[src/rtl/regfile_dump_unit.sv]
// Purpose : walks the register file through read port 1 and streams every register out as an idx/data beat.
// Latency : two cycles per beat (one READ cycle, then at least one SEND cycle); done pulses the cycle after the final handshake.
// Backpr. : a beat is held stable with dump_valid=1 until dump_ready; the walk does not advance while the consumer stalls.
//
// Ports   : CLK, nRST (synchronous, active-low); start / busy / done control;
//           rsel1/rdat1 read port driven with the walk index, rsel2 tied to 0, rdat2 unused;
//           dump_valid/dump_ready handshake carrying dump_idx, dump_data and dump_last.
// Option  : define REGDUMP_CHECKSUM_EN to append one checksum beat (XOR of all register beats, idx 0) after idx 31.
module regfile_dump_unit #(
   parameter int SKIP_ZERO = 0
) (
   input  logic        CLK,
   input  logic        nRST,
   input  logic        start,
   output logic        busy,
   output logic        done,
   output logic [4:0]  rsel1,
   output logic [4:0]  rsel2,
   input  logic [31:0] rdat1,
   input  logic [31:0] rdat2,
   output logic        dump_valid,
   input  logic        dump_ready,
   output logic [4:0]  dump_idx,
   output logic [31:0] dump_data,
   output logic        dump_last
);

   typedef enum logic [2:0] {
      IDLE = 3'd0,
      READ = 3'd1,
      SEND = 3'd2,
`ifdef REGDUMP_CHECKSUM_EN
      CHK  = 3'd3,
`endif
      DONE = 3'd4
   } state_t;

   localparam logic [4:0] FIRST_IDX = (SKIP_ZERO != 0) ? 5'd1 : 5'd0;
   localparam logic [4:0] LAST_IDX  = 5'd31;

   state_t      state;
   logic [4:0]  idx;
`ifdef REGDUMP_CHECKSUM_EN
   logic [31:0] acc;
`endif

   // rdat2 is part of the register-file port bundle but carries nothing we need.
   logic unused_rdat2;
   assign unused_rdat2 = ^rdat2;

   assign rsel1 = idx;
   assign rsel2 = 5'd0;

   always_ff @(posedge CLK) begin
      if (!nRST) begin
         state      <= IDLE;
         idx        <= 5'd0;
         busy       <= 1'b0;
         done       <= 1'b0;
         dump_valid <= 1'b0;
         dump_last  <= 1'b0;
         dump_idx   <= 5'd0;
         dump_data  <= 32'd0;
`ifdef REGDUMP_CHECKSUM_EN
         acc        <= 32'd0;
`endif
      end else begin
         case (state)
            IDLE: begin
               if (start) begin
                  state <= READ;
                  idx   <= FIRST_IDX;
                  busy  <= 1'b1;
`ifdef REGDUMP_CHECKSUM_EN
                  acc   <= 32'd0;
`endif
               end
            end

            // rsel1 already carries idx, so rdat1 is the register being captured.
            READ: begin
               dump_data  <= rdat1;
               dump_idx   <= idx;
               dump_valid <= 1'b1;
`ifdef REGDUMP_CHECKSUM_EN
               dump_last  <= 1'b0;
`else
               dump_last  <= (idx == LAST_IDX);
`endif
               state      <= SEND;
            end

            SEND: begin
               if (dump_ready) begin
                  dump_valid <= 1'b0;
                  dump_last  <= 1'b0;
`ifdef REGDUMP_CHECKSUM_EN
                  acc        <= acc ^ dump_data;
`endif
                  if (idx == LAST_IDX) begin
`ifdef REGDUMP_CHECKSUM_EN
                     // Checksum beat is presented straight away; it needs no read cycle.
                     state      <= CHK;
                     dump_valid <= 1'b1;
                     dump_idx   <= 5'd0;
                     dump_data  <= acc ^ dump_data;
                     dump_last  <= 1'b1;
`else
                     state      <= DONE;
                     done       <= 1'b1;
`endif
                  end else begin
                     // idx only advances below 31, so it can never wrap.
                     idx   <= idx + 5'd1;
                     state <= READ;
                  end
               end
            end

`ifdef REGDUMP_CHECKSUM_EN
            CHK: begin
               if (dump_ready) begin
                  dump_valid <= 1'b0;
                  dump_last  <= 1'b0;
                  done       <= 1'b1;
                  state      <= DONE;
               end
            end
`endif

            // busy stays high here and drops as IDLE is re-entered.
            DONE: begin
               done  <= 1'b0;
               busy  <= 1'b0;
               state <= IDLE;
            end

            default: begin
               state <= IDLE;
            end
         endcase
      end
   end

endmodule

[config.mk]
export PLATFORM = sky130hd
export DESIGN_NAME = regfile_dump_unit
export DESIGN_NICKNAME = d
export VERILOG_FILES = /design/src/rtl/regfile_dump_unit.sv
export SDC_FILE = /design/constraint.sdc
export NUM_CORES = 1
export LEC_CHECK = 0
export CAP_MARGIN = 20
export CORE_ASPECT_RATIO = 1.1
export CORE_MARGIN = 2
export CORE_UTILIZATION = 37
export DETAILED_ROUTE_END_ITERATION = 6
export PLACE_DENSITY = 0.81
export SYNTH_ARGS = -nofsm -noshare
export SYNTH_HDL_FRONTEND = slang
export SYNTH_SLANG_ARGS = --single-unit
[constraint.sdc]
create_clock -name CLK -period 2.4 [get_ports CLK]
set_clock_uncertainty 0.05 [all_clocks]
set_input_delay 0.24 -clock CLK [delete_from_list [all_inputs] [get_ports CLK]]
set_output_delay 0.24 -clock CLK [all_outputs]
set_load 0.005 [all_outputs]
### Word-level counts from Yosys, hierarchy flattened

Cells that the tools add are included.

* register bits: 49
* input bits: 68

* add/subtract/negate cells: 1
* reductions and logical operators: 10
* mux-type cells: 16
* equality and inequality tests: 8

Operators by type and width (number)
* 5-bit two-way mux: 3
* 5-bit one-hot mux with 2 select lines: 1
* 3-bit two-way mux: 3
* 3-bit one-hot mux with 3 select lines: 1
* 2-bit inequality test (second input constant): 4
* 1-bit one-hot mux with 2 select lines: 4
* 2-bit nonzero test: 4
* 2-bit AND reduction: 3
* 5-bit by 1-bit adder with 5-bit output (second input constant): 1
* 5-bit == test (second input constant): 1
* 1-bit two-way mux: 4
* 4-bit AND reduction: 1
* 3-bit by 1-bit == test with 1-bit output (second input constant): 1
* 3-bit by 2-bit == test with 1-bit output (second input constant): 1
* 3-bit == test (second input constant): 1
* 3-bit zero test: 1
* 3-bit AND reduction: 1

### Longest topological paths before layout

Gate-level depths: netlist of run 1.

* depth after elaboration: 4
* gate-level depth with buffers: 6
* mapped depth without buffers: 6

### Worst setup path before layout of run 1

No wires, ideal clock.

* path type: reg2reg
* start: reg idx[0], in the netlist rsel1[0]
* end: reg idx[3], in the netlist rsel1[3]
* slack: 613 ps
* period minus slack after synthesis: 1787 ps
* arrival: 1597 ps
* cell stages (with the launch flop): 7
* path buffers: 0
* cell sequence: dfxtp_1 ha_1 and3_1 ha_1 nand3b_1 a211oi_2 o221ai_1

* cells in the longest elaborated chain, start to end: 4

Ends and longest elaborated chain
* from (decl): line 42 `logic [4:0] idx;`
* from (signal assigned): line 114 `idx <= idx + 5'd1;`
* 5-bit by 1-bit adder with 5-bit output: line 114
* 5-bit two-way mux: line 100 `if (idx == LAST_IDX) begin`
* 5-bit two-way mux: line 94 `if (dump_ready) begin`
* 5-bit one-hot mux with 2 select lines: line 68 `case (state)`

Parallel ways exist; a longest one is shown, timed or not. The select of a mux whose other input is x is not followed.
A chain may end at the register's enable or synchronous reset.

### Final worst setup path of run 1

Same ends and word-level chain as after synthesis.

==> results of run 1 <==
==> power by group through the flow <==
stage / logic, W / registers, W / clock network (W)
2_1_floorplan: 0.000113 / 0.000888 / 0
3_3_place_gp: 0.000245 / 0.000885 / 0
3_5_place_dp: 0.000247 / 0.000887 / 0
4_1_cts: 0.000249 / 0.000868 / 0.000535
5_1_grt: 0.000269 / 0.000872 / 0.000561
6_report: 0.000244 / 0.000867 / 0.000511
==> critical path: stages, from the launching register on <==
cell,delay (ns)
dfxtp_1,0.36
ha_1,0.22
and3_1,0.18
ha_1,0.24
nand3b_1,0.19
a211oi_2,0.47
o221ai_1,0.17
==> worst paths after layout <==
check | startpoint | endpoint | slack (ns) | depth (start not counted)
hold / removal | dump_data[6] | dump_data[6] | 0.40 | 2
setup reg to reg | rsel1[0] | rsel1[3] | 0.38 | 6
hold reg to reg | dump_data[6] | dump_data[6] | 0.40 | 2
setup / recovery | rsel1[0] | rsel1[3] | 0.38 | 6
==> cells in the mapped netlist (all sizes together) <==
| cell | instances |
|---|---|
| o21a | 2 |
| conb | 1 |
| nand3 | 4 |
| o221ai | 1 |
| ha | 2 |
| o22ai | 1 |
| o21ba | 1 |
| nand3b | 1 |
| o311ai | 1 |
| and3 | 1 |
| and2 | 1 |
| a211o | 1 |
| clkbuf | 6 |
| nor2 | 2 |
| and4 | 1 |
| dfxtp | 49 |
| mux2i | 3 |
| a31oi | 1 |
| nand4 | 1 |
| inv | 2 |
| a21boi | 39 |
| nand2 | 80 |
| nor2b | 2 |
| o31ai | 1 |
| a211oi | 1 |
| nand2b | 3 |
| buf | 13 |
| nor3b | 2 |
| or3b | 2 |
==> per-stage QoR <==
step	instance area [um^2]	power, W
detailed placement	2800	0.00113
floorplan	1990	0.00100
CTS	2900	0.00165
global route	2900	0.00170
global placement	2800	0.00113
finish	2900	0.00162
==> state kept, by name, summed over array words and instances (netlist names) <==
signal	cells
done	1
dump_valid	1
state	3
dump_data	32
dump_last	1
rsel1	5
dump_idx	5
busy	1
==> metal layers <==
layer  wire (um)  part of all wire  vias to the layer above
met3         288             0.066                        4
met2        2110              0.49                       53
met4          33            0.0076                        0
li1            -                 -                      882
met5           0                 0                        -
met1        1900              0.44                      757
==> cell families after synthesis <==
group	Yosys count	share of synthesized area
AO/OA/AOI/OAI	49	0.190
adder cells (fa/ha/maj)	2	0.0126
buffers and inverters	21	0.0638
flip-flops	49	0.496
multiplexers	3	0.0152
other	1	0.00189
AND/OR/NAND/NOR	100	0.221
==> layout make-up <==
cell class                 instances  area (um^2)  area share
clock buffer                       7         96.3      0.0333
clock inverter                     1         5.00     0.00173
inverter                           2         7.51     0.00259
multi-input combinational        159          893       0.308
sequential                        49          981       0.339
tap                               58         72.6      0.0251
timing repair buffer              85          841       0.290
==> run_results.csv, run 1 <==
group,metric,value,unit
run_status,outcome,"complete, no violations",
pwr,swShare,0.226,
global_route,gr-usage-met2,0.271,
sta,worst_slew_pin_slew,0.550,ns
sta,setup_violations,0,
final_layout,final_cell_mix,"clkdlybuf4s50_1 (81), nand2_1 (80), dfxtp_1 (49)",
worst_setup_path,start_kind,"flop",
global_route,grt_max_degree,37,
cts,clock-sinks,49,
route,vias,1696,
cts,htreeDepth,2,
floorplanning,ios,119,
route,via_per_inst,4.70,
worst_setup_path,cp.arrival,2.13,ns
global_route,grt_overflow,0,
cts,numCtsBuffers,5,
floorplanning,die_y,80.7,um
final_layout,final_common_cell,"clkdlybuf4s50_1",
sta,finalMaxSlewViolations,0,
route,drc,0,
cts,cts_root_buffer,"clkbuf_8",
cts,clk_pin_slew,0.09,ns
global_route,grt_pass1_wl,6.96,mm
global_route,met1_usage,0.167,
pwr,powerDensity,560,mW/mm^2
floorplanning,start_util,0.391,
worst_setup_path,critPathKind,"reg -> reg",
worst_setup_path,crit_fanout,6,
sta,fin_ws,0.378,ns
route,first_pass_iters,4,
global_route,grtUsageTotal,0.147,
final_layout,drive_above_1_share,0.0561,
pwr,p_leak,1.06,nW
job,maxCapViolations,0,
placed_design,dp.cells,353,
worst_setup_path,worst-endpoint-required,2.51,ns
route,drt-total-wl,4.33,mm
pwr,p_switching,0.000367,W
placed_design,portBuffers,81,
cts,cts_resized,0,
final_layout,nFillCells,468,
floorplanning,core,0.00507,mm^2
worst_setup_path,endpoint_kind,"flop",
cts,post-cts-setup-buffers,0,
synthesis,synth_cells,225,
sta,holdWs,0.402,ns
sta,finalSetupTns,0,ns
synthesis,ys_seq_elements,49,
final_layout,area_delta_synth_final,46.3,%
placed_design,dp_hpwl,3.06,mm
final_layout,fin_util,0.572,
synthesis,synth_seq_area_share,0.496,
pwr,peakVddDrop,0.358,mV
cts,worstSkewPairLatency,0.29,ns
min_path,min_path_type,"reg -> reg",
route,drt_iter0_drc,54,
placed_design,gp_congestion,0.736,
pwr,p_comb_frac,0.150,
route,drt-wirelength-per-cell,12.0,um
global_route,grt_pass1_vias,1573,
sta,period_share,0.842,
floorplanning,rows,27,
global_route,grtUsageMet3,0.0439,
global_route,antenna_found_initial,0,
pwr,clkPwrFrac,0.315,
cts,cts_hold_buf,0,
placed_design,dp_slack,0.401,ns
sta,slew_headroom,0.632,
sta,finalHoldViolations,0,
synthesis,synthDistinctLibCells,33,
cts,cts_buffer_depth,2,
pwr,internal_power,0.00125,W
final_layout,instances_no_fill,361,
floorplanning,fp.dieArea,0.00595,mm^2
synthesis,ys_warn_count,0,
cts,cts_tree,"built",
floorplanning,die_x,73.7,um
final_layout,nNetsFinal,372,
synthesis,syn_avg_cell_area,8.80,um^2
sta,period_needed,2.02,ns
global_route,top_usage_layer,"met2",
final_layout,antenna_cells,0,
sta,rsz0062_at_grt,"no",
synthesis,synth_top_area_share,0.496,
route,ant_nets,0,
synthesis,yosys-top-cells-area,"dfxtp_1 (50%), nand2_1 (15%), a21boi_1 (13%)",
synthesis,netlist_area,0.00198,mm^2
synthesis,yosysTopAreaCell,"dfxtp_1",
pwr,seq_power_share,0.534,
sta,timing.fmax,495,MHz
Note: power is estimated with default switching activity, not from simulation.
==> run 2, diff against run 1 <==
clock period = 1.9 ns   (was 2.4 ns; I/O delays follow)
==> run_results.csv, run 2 (synthesized netlist as in run 1, its figures left out) <==
group,metric,value,unit
run_status,outcome,"complete, no violations",
final_layout,regMostFlops,"dump_data",
floorplanning,fp.dieArea,0.00595,mm^2
floorplanning,rows,27,
worst_setup_path,crit_fanout,4,
route,ant_nets,0,
cts,clk_pin_slew,0.08,ns
sta,finalHoldViolations,0,
placed_design,portBuffers,81,
pwr,totalPowerFinal,0.00207,W
cts,worstSkewPairLatency,0.30,ns
global_route,antenna_found_initial,0,
pwr,peakVddDrop,0.430,mV
worst_setup_path,critPathKind,"reg -> reg",
job,maxCapViolations,0,
global_route,grt_pass1_wl,7.15,mm
route,vias,1777,
cts,htreeDepth,2,
worst_setup_path,cp_slowest_cell,"dfxtp_2",
placed_design,dp_hpwl,3.15,mm
placed_design,dp.cells,362,
worst_setup_path,start_kind,"flop",
global_route,grt_pass1_vias,1590,
final_layout,largest_register_ffs,32,
global_route,top_usage_layer,"met2",
global_route,grtUsageMet3,0.0464,
floorplanning,start_util,0.391,
route,drt-wirelength-per-cell,11.9,um
worst_setup_path,critical_path_buf_inv_count,1,
placed_design,gp_congestion,0.793,
route,drt_iter0_drc,41,
worst_setup_path,path_cells,"ha_1, and3_1, ha_2, nand3b_1, a211oi_2, buf_4, mux2i_1",
cts,post-cts-setup-buffers,0,
floorplanning,ios,119,
pwr,p_leak,1.10,nW
final_layout,final_common_cell,"clkdlybuf4s50_1",
floorplanning,die_x,73.7,um
sta,period_share,0.926,
final_layout,nNetsFinal,381,
floorplanning,core,0.00507,mm^2
global_route,grtUsageTotal,0.154,
sta,period_needed,1.76,ns
final_layout,multi_input_area,896,um^2
cts,cts_root_buffer,"clkbuf_8",
worst_setup_path,worst-endpoint-required,2.08,ns
worst_setup_path,endpoint_kind,"flop",
sta,timing.fmax,569,MHz
floorplanning,die_y,80.7,um
final_layout,instances_no_fill,370,
global_route,grt_overflow,0,
cts,cts_tree,"built",
final_layout,final_cell_mix,"clkdlybuf4s50_1 (81), nand2_1 (80), dfxtp_1 (48)",
worst_setup_path,cp.arrival,1.94,ns
cts,numCtsBuffers,5,
final_layout,antenna_cells,0,
cts,clock-sinks,49,
final_layout,area_delta_synth_final,49.9,%
final_layout,seq_area,982,um^2
sta,holdWs,0.382,ns
global_route,grt_max_degree,36,
final_layout,drive_above_1_share,0.0897,
worst_setup_path,max_stage_delay,0.33,ns
final_layout,nFillCells,487,
sta,setup_violations,0,
global_route,met1_usage,0.178,
min_path,min_path_type,"in -> reg",
sta,finalMaxSlewViolations,0,
route,drt-total-wl,4.41,mm
pwr,powerDensity,698,mW/mm^2
worst_setup_path,critical-path-top-delay-family,"adder cells",
route,first_pass_iters,4,
cts,cts_buffer_depth,2,
global_route,gr-usage-met2,0.268,
route,via_per_inst,4.80,
route,drc,0,
run 2: cell count changes in the layout (fill, tap and decap cells not counted), sizes merged:
cell / before / now
buf: 4 / 13
run 2: metal layers:
layer | up-vias | part of all wire
met3 | 9 | 0.063
met4 | 0 | 0.017
met2 | 58 | 0.49
met1 | 808 | 0.43
li1 | 902 | -
met5 | - | 0
run 2: final cells by class:
cell class | instances | area share
Tap cell | 58 | 0.0245
Clock buffer | 7 | 0.0325
Inverter | 2 | 0.00253
Multi-Input combinational cell | 159 | 0.302
Timing Repair Buffer | 94 | 0.306
Sequential cell | 49 | 0.331
Clock inverter | 1 | 0.00169
run 2: worst register-to-register path, stage by stage, from the launching register on:
cell and delay (ns):
dfxtp_2 0.33, ha_1 0.20, and3_1 0.19, ha_2 0.17
nand3b_1 0.17, a211oi_2 0.24, buf_4 0.18, mux2i_1 0.16
run 2: final timing paths:
| path | end | slack [ns] | startpoint | depth (start not counted) |
|---|---|---|---|---|
| setup / recovery | rsel1[1] | 0.14 | rsel1[0] | 7 |
| hold / removal | dump_data[17] | 0.38 | rdat1[17] | 3 |
| setup reg to reg | rsel1[1] | 0.14 | rsel1[0] | 7 |
| hold reg to reg | dump_data[26] | 0.40 | dump_data[26] | 2 |
run 2: through the flow:
stage               worst slack [ns]  setup TNS (ns)  area (um^2)  utilization
floorplan                      0.113               0         1990            -
global placement               0.123               0         2860        0.565
detailed placement             0.120               0         2860        0.565
CTS                           0.0810               0         2960        0.585
global route                -0.00824        -0.00824         2970        0.586
finish                         0.141               0         2970        0.586
run 2: timing repair:
item,in CTS,in global routing
gates resized for setup,0,2
hold buffers,0,0
endpoints found under the setup margin,0,3
run 2: power by group:
part	switching [W]	internal [W]	total, W
combinational	0.000124	0.000199	0.000324
sequential	0.0000245	0.00107	0.00109
clock	0.000326	0.000329	0.000655
total	0.000474	0.00160	0.00207
==> run 3, diff against run 2 <==
CORE_UTILIZATION = 38   (was 37)
CTS_BUF_LIST = sky130_fd_sc_hd__clkbuf_4   (was default)
PLACE_DENSITY = 0.82   (was 0.81)
TNS_END_PERCENT = 100   (was default)
==> run_results.csv, run 3 (synthesized netlist as in run 1, its figures left out) <==
group,metric,value,unit
worst_setup_path,critPathKind,"reg -> reg",
cts,cts_hold_buf,0,
route,via_per_inst,4.75,
sta,finalMaxSlewViolations,0,
floorplanning,start_util,0.396,
cts,cts_buffer_depth,2,
placed_design,dp.cells,361,
global_route,grt_overflow,0,
global_route,grtUsageTotal,0.156,
global_route,antenna_found_initial,0,
cts,worstSkewPairLatency,0.36,ns
min_path,hp-start,"rdat1[28]",
global_route,grt_max_degree,37,
cts,htreeDepth,2,
cts,cts_tree,"built",
final_layout,antenna_cells,0,
route,vias,1751,
pwr,peakVddDrop,0.454,mV
worst_setup_path,start_kind,"flop",
route,drt_iter0_drc,40,
final_layout,nNetsFinal,380,
min_path,holdPathStages,3,
run_status,outcome,"complete, no violations",
sta,period_needed,1.74,ns
sta,fin_ws,0.157,ns
final_layout,regMostFlops,"dump_data",
placed_design,portBuffers,81,
route,drt-total-wl,4.35,mm
worst_setup_path,cp.arrival,2.00,ns
worst_setup_path,endpoint_kind,"flop",
final_layout,seq_area,982,um^2
worst_setup_path,worst-endpoint-required,2.15,ns
pwr,powerDensity,639,mW/mm^2
cts,clock-sinks,49,
sta,setup_violations,0,
floorplanning,ios,119,
worst_setup_path,ff2ff_setup_slack,0.16,ns
min_path,min_path_type,"in -> reg",
pwr,p_leak,1.07,nW
final_layout,multi_input_area,898,um^2
sta,period_share,0.917,
final_layout,final_cell_mix,"clkdlybuf4s50_1 (81), nand2_1 (80), dfxtp_1 (48)",
sta,rsz0062_at_grt,"no",
final_layout,largest_register_ffs,32,
worst_setup_path,r2r-start,"rsel1[0]",
global_route,grt_pass1_vias,1574,
floorplanning,fp.dieArea,0.00580,mm^2
route,first_pass_iters,3,
worst_setup_path,crit_fanout,4,
cts,numCtsBuffers,5,
sta,finalHoldViolations,0,
sta,timing.fmax,574,MHz
worst_setup_path,startpoint,"rsel1[0]",
floorplanning,core,0.00500,mm^2
placed_design,dp_hpwl,3.10,mm
route,drc,0,
final_layout,drive_above_1_share,0.0836,
cts,clk_pin_slew,0.14,ns
cts,cts_root_buffer,"clkbuf_4",
global_route,grt_pass1_wl,7.00,mm
final_layout,instances_no_fill,369,
route,ant_nets,0,
worst_setup_path,r2r-end,"rsel1[1]",
final_layout,area_delta_synth_final,47.7,%
route,drt-wirelength-per-cell,11.8,um
worst_setup_path,ff2ff_path_depth,7,
floorplanning,die_x,72.8,um
floorplanning,rows,27,
placed_design,gp_congestion,0.813,
final_layout,final_common_cell,"clkdlybuf4s50_1",
job,maxCapViolations,0,
sta,finalSetupTns,0,ns
final_layout,nFillCells,456,
min_path,holdPathEnd,"dump_data[28]",
floorplanning,die_y,79.7,um
placed_design,dp_slack,0.0905,ns
run 3: cell types whose count changed in the layout (fill, tap and decap cells not counted):
cell / previous run / this run
clkinv_1: 0 / 2
buf_4: 13 / 11
ha_2: 1 / 2
clkbuf_8: 7 / 0
ha_1: 1 / 0
buf_12: 0 / 1
clkbuf_4: 0 / 5
run 3: what timing repair did:
action,4_1_cts,5_1_grt
resized for setup,0,3
endpoints found under the setup margin,0,3
buffers inserted,0,0
run 3: where the power goes:
part           leakage (nW)  switching [W]  internal, W
clock network        0.0300       0.000311     0.000135
registers             0.399      0.0000247      0.00107
logic                 0.641       0.000125     0.000201
total                  1.07       0.000461      0.00141
run 3: per-stage QoR:
step | hold WS, ns | area [um^2] | util | power [W]
2_1_floorplan | 0.275 | 1990 | - | 0.00126
3_3_place_gp | 0.391 | 2870 | 0.574 | 0.00144
3_5_place_dp | 0.396 | 2870 | 0.574 | 0.00145
4_1_cts | 0.292 | 2920 | 0.584 | 0.00190
5_1_grt | 0.283 | 2920 | 0.585 | 0.00198
6_report | 0.308 | 2920 | 0.585 | 0.00187
run 3: worst max-delay path by stage:
stage                to  cells past startpoint
2_1_floorplan  rsel1[3]                      6
3_3_place_gp   rsel1[1]                      7
3_5_place_dp   rsel1[1]                      7
4_1_cts        rsel1[1]                      7
5_1_grt        rsel1[1]                      7
6_report       rsel1[1]                      7
run 3: critical path: stages (launching register included):
cell,delay (ns)
dfxtp_2,0.35
ha_2,0.18
and3_1,0.18
ha_2,0.17
nand3b_1,0.16
a211oi_2,0.25
buf_4,0.18
mux2i_1,0.16
run 3: routing by layer:
metal  up-vias  part of all wire  GRT usage
li1        905                 -          -
met4         0             0.016     0.0611
met2        49              0.50      0.280
met3         5             0.051     0.0480
met5         -                 0          0
met1       792              0.43      0.167
run 3: cell type report:
class	instances	area share
Clock buffer	5	0.0128
Clock inverter	3	0.00428
Inverter	2	0.00257
Multi-Input combinational cell	159	0.307
Sequential cell	49	0.336
Tap cell	58	0.0248
Timing Repair Buffer	93	0.312
